File: src/rtl/pll_phase_stepper.sv
// Phase stepper for a dynamic-phase-shift PLL: moves one output's phase to an
// absolute position by issuing PSPULSE steps along the shorter direction, then
// waits for LOCK. Tracks the current position of every channel.
module pll_phase_stepper #(
  parameter int unsigned NUM_CH       = 3,
  parameter int unsigned PULSE_LEN    = 2,
  parameter int unsigned GAP_LEN      = 6,
  parameter int unsigned LOCK_TIMEOUT = 255
) (
  input  logic       i_clk,
  input  logic       i_rst,
  input  logic       i_req_valid,
  output logic       o_req_ready,
  input  logic [1:0] i_req_ch,
  input  logic [5:0] i_req_phase,
  output logic       o_busy,
  output logic       o_done,
  output logic       o_err,
  input  logic [1:0] i_rd_ch,
  output logic [5:0] o_rd_phase,
  output logic [2:0] o_pssel,
  output logic       o_psdir,
  output logic       o_pspulse,
  input  logic       i_lock
);

  localparam int unsigned TW = 16;

  typedef enum logic [2:0] {StIdle, StCalc, StPulse, StGap, StWaitLock, StDone} state_e;

  state_e          r_state;
  state_e          w_state_next;
  logic [TW-1:0]   r_tmr;
  logic [1:0]      r_ch;
  logic [5:0]      r_phase;
  logic [5:0]      r_steps;
  logic [5:0]      r_cur [4];
  logic [2:0]      r_pssel;
  logic            r_psdir;
  logic            r_pspulse;
  logic            r_busy;
  logic            r_ready;
  logic            r_done;
  logic            r_err;

  logic            w_accept;
  logic            w_ch_ok;
  logic [5:0]      w_diff;
  logic            w_retard;
  logic [5:0]      w_count;
  logic            w_step;
  logic            w_fin;
  logic            w_fin_err;

  assign w_accept = (r_state == StIdle) && i_req_valid;
  assign w_ch_ok  = 32'(r_ch) < NUM_CH;
  assign w_diff   = r_phase - r_cur[r_ch];
  assign w_retard = w_diff > 6'd32;
  assign w_count  = w_retard ? (6'd0 - w_diff) : w_diff;

  // Next-state decode and step/finish strobes.
  always_comb begin
    w_state_next = r_state;
    w_step       = 1'b0;
    w_fin        = 1'b0;
    w_fin_err    = 1'b0;
    unique case (r_state)
      StIdle: begin
        if (i_req_valid) w_state_next = StCalc;
      end
      StCalc: begin
        if (!w_ch_ok) begin
          w_state_next = StDone;
          w_fin        = 1'b1;
          w_fin_err    = 1'b1;
        end else if (w_diff == 6'd0) begin
          w_state_next = StDone;
          w_fin        = 1'b1;
        end else begin
          w_state_next = StPulse;
        end
      end
      StPulse: begin
        if (r_tmr == TW'(PULSE_LEN - 1)) w_state_next = StGap;
      end
      StGap: begin
        if (r_tmr == TW'(GAP_LEN - 1)) begin
          w_step       = 1'b1;
          w_state_next = (r_steps == 6'd1) ? StWaitLock : StPulse;
        end
      end
      StWaitLock: begin
        if (i_lock) begin
          w_state_next = StDone;
          w_fin        = 1'b1;
        end else if (r_tmr == TW'(LOCK_TIMEOUT - 1)) begin
          w_state_next = StDone;
          w_fin        = 1'b1;
          w_fin_err    = 1'b1;
        end
      end
      StDone: begin
        w_state_next = StIdle;
      end
      default: w_state_next = StIdle;
    endcase
  end

  // State register, datapath and registered outputs (decoded from next state).
  always_ff @(posedge i_clk) begin
    if (i_rst) begin
      r_state   <= StIdle;
      r_tmr     <= '0;
      r_ch      <= '0;
      r_phase   <= '0;
      r_steps   <= '0;
      for (int i = 0; i < 4; i++) r_cur[i] <= '0;
      r_pssel   <= '0;
      r_psdir   <= 1'b0;
      r_pspulse <= 1'b0;
      r_busy    <= 1'b0;
      r_ready   <= 1'b1;
      r_done    <= 1'b0;
      r_err     <= 1'b0;
    end else begin
      r_state <= w_state_next;
      // Timer restarts on every state change, including GAP -> PULSE.
      r_tmr   <= (w_state_next != r_state) ? '0 : r_tmr + TW'(1);
      if (w_accept) begin
        r_ch    <= i_req_ch;
        r_phase <= i_req_phase;
        r_err   <= 1'b0;
      end
      if (r_state == StCalc) begin
        r_pssel <= {1'b0, r_ch};
        r_psdir <= w_retard;
        r_steps <= w_count;
      end
      if (w_step) begin
        r_cur[r_ch] <= r_psdir ? r_cur[r_ch] - 6'd1 : r_cur[r_ch] + 6'd1;
        r_steps     <= r_steps - 6'd1;
      end
      if (w_fin) r_err <= w_fin_err;
      r_pspulse <= (w_state_next == StPulse);
      r_busy    <= (w_state_next != StIdle);
      r_ready   <= (w_state_next == StIdle);
      r_done    <= (w_state_next == StDone);
    end
  end

  assign o_req_ready = r_ready;
  assign o_busy      = r_busy;
  assign o_done      = r_done;
  assign o_err       = r_err;
  assign o_pssel     = r_pssel;
  assign o_psdir     = r_psdir;
  assign o_pspulse   = r_pspulse;
  assign o_rd_phase  = (32'(i_rd_ch) < NUM_CH) ? r_cur[i_rd_ch] : 6'd0;

endmodule

File: config.mk
export PLATFORM = sky130hd
export DESIGN_NAME = pll_phase_stepper
export DESIGN_NICKNAME = d
export VERILOG_FILES = /design/src/rtl/pll_phase_stepper.sv
export SDC_FILE = /design/constraint.sdc
export NUM_CORES = 1
export LEC_CHECK = 0
export BUFFER_PORTS_ARGS = -buffer_cell sky130_fd_sc_hd__buf_4
export CAP_MARGIN = 0
export CORE_MARGIN = 2
export CORE_UTILIZATION = 35
export CTS_BUF_LIST = sky130_fd_sc_hd__clkbuf_16
export DETAILED_ROUTE_END_ITERATION = 8
export PLACE_DENSITY_LB_ADDON = 0.1
export SLEW_MARGIN = 5
export SYNTH_ARGS = -nofsm -noshare
export SYNTH_HDL_FRONTEND = slang
export SYNTH_SLANG_ARGS = --single-unit
File: constraint.sdc
create_clock -name i_clk -period 2.9 [get_ports i_clk]
set_input_delay 0.29 -clock i_clk [delete_from_list [all_inputs] [get_ports i_clk]]
set_output_delay 0.29 -clock i_clk [all_outputs]
set_load 0.01 [all_outputs]
Word-level counts from Yosys, hierarchy flattened
Memories as Yosys holds them, arrays and structs flattened. A register that Yosys moved wholly into a read port is not among the register bits. Cells that the tools add are included.

Register bits after elaboration: 41. Bits in writable memories: 24. Input bits: 14. Output and inout bits: 15. Word-level logic and storage cells: 78. Memories kept: 1.

Memories: r_cur (depth 4, width 6, rd ports 2, clocked after memory_dff 1, wr ports 4, line 37) `logic [5:0] r_cur [4];`.

$add $sub $neg: 6. Order comparisons: 3. Eq/ne operators: 11. Muxes and demuxes: 36. Reductions and logical operators: 9.

Operators with widths (number): two-way mux 6 bit (6); two-way mux 3 bit (8); adder 16 x 1 -> 16 bit, second input constant (1); == test 16 x 1 -> 1 bit, second input constant (1); == test 16 x 3 -> 1 bit, second input constant (1); == test 16 x 8 -> 1 bit, second input constant (1); two-way mux 1 bit (16); one-hot mux 3 bit (5 select lines) (1); subtractor 6 x 1 -> 6 bit, second input constant (2); == test 3 x 2 -> 1 bit, second input constant (3); adder 6 x 1 -> 6 bit, second input constant (1); == test 3 bit, second input constant (2); == test 6 x 1 -> 1 bit, second input constant (1); > comparator 6 bit, second input constant (1); logical NOT 3 bit (2); logical NOT 6 bit (1); two-way mux 2 bit (3); OR reduction 6 bit (1); subtractor 1 x 6 -> 6 bit, first input constant (1); subtractor 6 bit (1); less-than comparator 2 bit, second input constant (2); one-hot mux 1 bit (2 select lines) (2); nonzero test 2 bit (2); == test 3 x 1 -> 1 bit, second input constant (1); other kinds (4) (4).

Logic depth before layout (Yosys ltp)
Word-level depth: 8. Gate-level depth with buffers: 13. Mapped depth without buffers: 12.

Worst setup path after synthesis
OpenSTA, ideal clock, no wires.

Kind: flip-flop to flip-flop. Start point: register (tool-made name). End point: register r_busy (netlist: o_busy). Library setup time: 127 ps. Arrival: 3120 ps. Data required time: 2773 ps. Slack: -346 ps. Cell stages (with the launch flop): 14. Path buffers: 1. Period minus slack after synthesis: 3246 ps. Path through: dfxtp_1 -> buf_2 -> mux4_2 -> ha_1 -> inv_1 -> fa_1 -> inv_1 -> ha_1 -> nor2b_1 -> and4b_1 -> o22ai_1 -> a21oi_1 -> o21a_1 -> o41a_2.

RTL lines: end signal: assignment (line 145) `r_busy <= (w_state_next != StIdle);`; end: declaration (line 41) `logic r_busy;`.

==> summary.md <==
| Metric | Value |
|---|---|
| Root buffer cell | `clkbuf_16` |
| Final period utilization | `105%` |
| CTS buffer count | `9` |
| Max capacitance violation total | `0` |
| Synth async-reset ratio | `0%` |
| Total GRT Usage | `~17%` |
| Hold Vio Cnt, Final | `0` |
| Netlist cell types | `60` |
| Lkg Pwr | `1.95 nW` |
| Final critical-path required period | `around 3000 ps` |
| Htree depth | `3` |
| Prevailing post-synth register cell | `dfxtp_1` |
| Highest layer used for signal routing | `met4` |
| Final ANT Viol Nets | `0` |
| Clock slew seen by the registers of the worst setup and hold paths | `60 ps` |
| Placed Cells | `approximately 570` |
| DIE AREA | `11300 µm²` |
| Post-Layout Inst Area | `4720 µm²` |
| Fmax | `between 300 and 400 MHz` |
| CP Data Required Time | `3120 ps` |
| Most frequent cell after synthesis | `nor2_1` |
| Detailed Routing Iterations Pass 1 | `4` |
| Fin nets | `between 400 and 500` |
| Kind of critical path | `reg -> reg` |
| Largest net degree at the start of global routing | `22` |
| YS warnings | `0` |
| Syn nets | `~430` |
| Starting Density | `35.9%` |
| Sink Count | `67` |
| Layout cell share with drive strength beyond 1 | `26.5%` |
| Routed wl met2 | `4030 µm` |
| CTS tree | `built` |
| Drt drc | `0` |
| DR vias | `2945` |
| Routed length per instance | `15.2 µm` |
| Synth Cell Area | `3670 µm²` |
| CTS Buffer Depth | `2` |
| Syn Inst Count | `just under 400` |
| Failing checks | `negative setup slack` |
| Initial antenna violation count | `0` |
| Yosys reg bits | `67` |
| Iter 0 DRT Violations | `99` |
| Antenna diodes | `0` |
| Row cnt | `37` |
| CP Launch Type | `flop` |
| Met3 wire length | `246 µm` |
| Status | `finished with violations` |
| Vias in the first global route | `2968` |
| Area leader, netlist | `dfxtp_1` |
| # IOs | `29` |
| PwrDens | `roughly 800 nW/µm²` |
| RSZ-0062 raised after global routing | `yes` |
| First-pass GRT wire length | `~15000 µm` |
| PnR worst setup slack | `-149 ps` |
| Placed Area | `4230 µm²` |
| Number of flops mapped to enable cells by yosys | `24` |
| Met1 wire length | `between 4000 and 5000 µm` |
| Worst Path Max Fanout | `3` |
| Final Max Slew Viols | `0` |
| Synth top area share | `23.4%` |
| Placement Setup Slack | `-145 ps` |
| Worst relative slew slack | `55.8%` |
| I/O Buffers | `27` |
| Die W | `approximately 110 µm` |
| Largest cells by area after synthesis | `dfxtp_1, edfxtp_1, ha_1` |
| Die Ht | `about 110 µm` |
| Setup violators final | `10` |
| Hold WC Path Type | `in -> reg` |
| Skew final | `between 9 and 10 ps` |
| Setup TNS | `-653 ps` |
| Average cell area after synthesis | `9.34 µm²` |
| Core Area | `around 10000 µm²` |
| Crit path DAT | `roughly 3300 ps` |
| Worst-Margin Slew | `663 ps` |
| Filler-free cell count of the finished design | `roughly 600` |
| Area growth syn-to-layout | `28.5%` |
| Synth top cells by count | `nor2_1, nand2_1, dfxtp_1` |
| Peak VDD IR | `between 0.0003 and 0.0004 V` |
| Fill cells | `about 1000` |
| Final WL | `8980 µm` |
| Gr ovfl total | `0` |
| Clk_lat worst skew | `340 ps` |
| Critical Path Sink Type | `flop` |
| Vias per Instance | `4.97` |
| Post-synthesis sequential area ratio | `43.1%` |
| Gp weighted congestion | `0.840` |
| Detailed Place HPWL | `6480 µm` |
worst paths after layout:
kind                end           start  depth (start not counted)  slack [ps]
min reg2reg  o_pssel[0]      o_pssel[0]                          2         450
max              o_busy            flop                         12        -150
min          r_phase[1]  i_req_phase[1]                          3         200
max reg2reg      o_busy            flop                         12        -150
per-stage QoR:
step           hold WS, ps  util [%]  total power, W
6_report               205      46.1         0.00379
3_5_place_dp           449      41.3         0.00250
4_1_cts                200      44.5         0.00366
5_1_grt                215      46.1         0.00402
2_1_floorplan          426         -         0.00204
3_3_place_gp           442      41.3         0.00251
registers in the layout (all words and copies together) (netlist names), 2 cells and up, named ones only:
| signal | cells |
|---|---|
| o_pssel | 2 |
| r_ch | 2 |
| r_cur | 24 |
| r_phase | 6 |
| r_state | 3 |
| r_steps | 6 |
| r_tmr | 16 |
report_power, final:
part / leakage (nW) / switching [W] / internal (W)
registers: 0.599 / 0.000105 / 0.00108
clock network: 0.142 / 0.000453 / 0.000672
logic: 1.21 / 0.000778 / 0.000702
total: 1.95 / 0.00134 / 0.00245
cell type report:
class	count	area, µm²	share of cell area (%)
multi-input combinational	288	2100	44.4
sequential	67	1590	33.6
timing repair buffer	63	480	10.2
clock buffer	9	225	4.78
tap	136	170	3.61
inverter	22	82.6	1.75
clock inverter	7	76.3	1.62
kinds of logic after synthesis:
logic type / share of synthesized area (%)
adders and majority gates: 6.54
buffers and inverters: 4.46
xor gates and xnor gates: 6.20
and+or+nand+nor: 21.6
DFF: 43.1
other: 0.102
muxes: 6.78
AOI/OAI and AO/OA: 11.2
metal layers:
layer / vias up / global-route usage [%]
met5: - / 0
met1: 1389 / 23.1
met2: 39 / 26.1
met3: 13 / 2.51
li1: 1504 / -
met4: 0 / 8.44
cells in the final DEF, fill, tap and decap left out, types with 2 or more instances in the layout:
master and instances:
a211oi_2 2, a21o_1 5, a21oi_1 20, a21oi_2 4, and2_1 2, and3_1 7
and4_1 3, buf_4 61, buf_6 2, clkbuf_16 9, clkinvlp_4 2, dfxtp_1 42
edfxtp_1 24, ha_1 12, ha_4 4, inv_1 20, inv_2 2, inv_6 2
mux2i_1 10, mux4_2 6, nand2_1 50, nand2b_1 2, nand3_1 13, nand3b_1 3
nand4_1 5, nor2_1 52, nor2b_1 2, nor3_1 5, nor4_1 2, o21a_1 2
o21ai_0 8, o21ai_1 2, or3_1 3, or4_4 3, xnor2_1 5, xor2_1 19
repair_timing:
| item | in CTS | in global routing |
|---|---|---|
| pin swaps | 2 | 17 |
| gates resized for setup | 3 | 25 |
| hold buffers | 0 | 0 |
| endpoints found under the setup margin | 12 | 13 |
| setup buffers | 1 | 4 |
critical path, stage by stage, from the launching register on:
cell and delay [ps]:
dfxtp_4 360, mux4_2 370, ha_4 140, inv_2 30
fa_2 550, inv_2 50, ha_4 150, nor2b_4 110
and4b_2 260, o22ai_4 190, a21oi_2 70, o21a_1 180
o41a_2 470
Power figures use the tool's default switching activity.
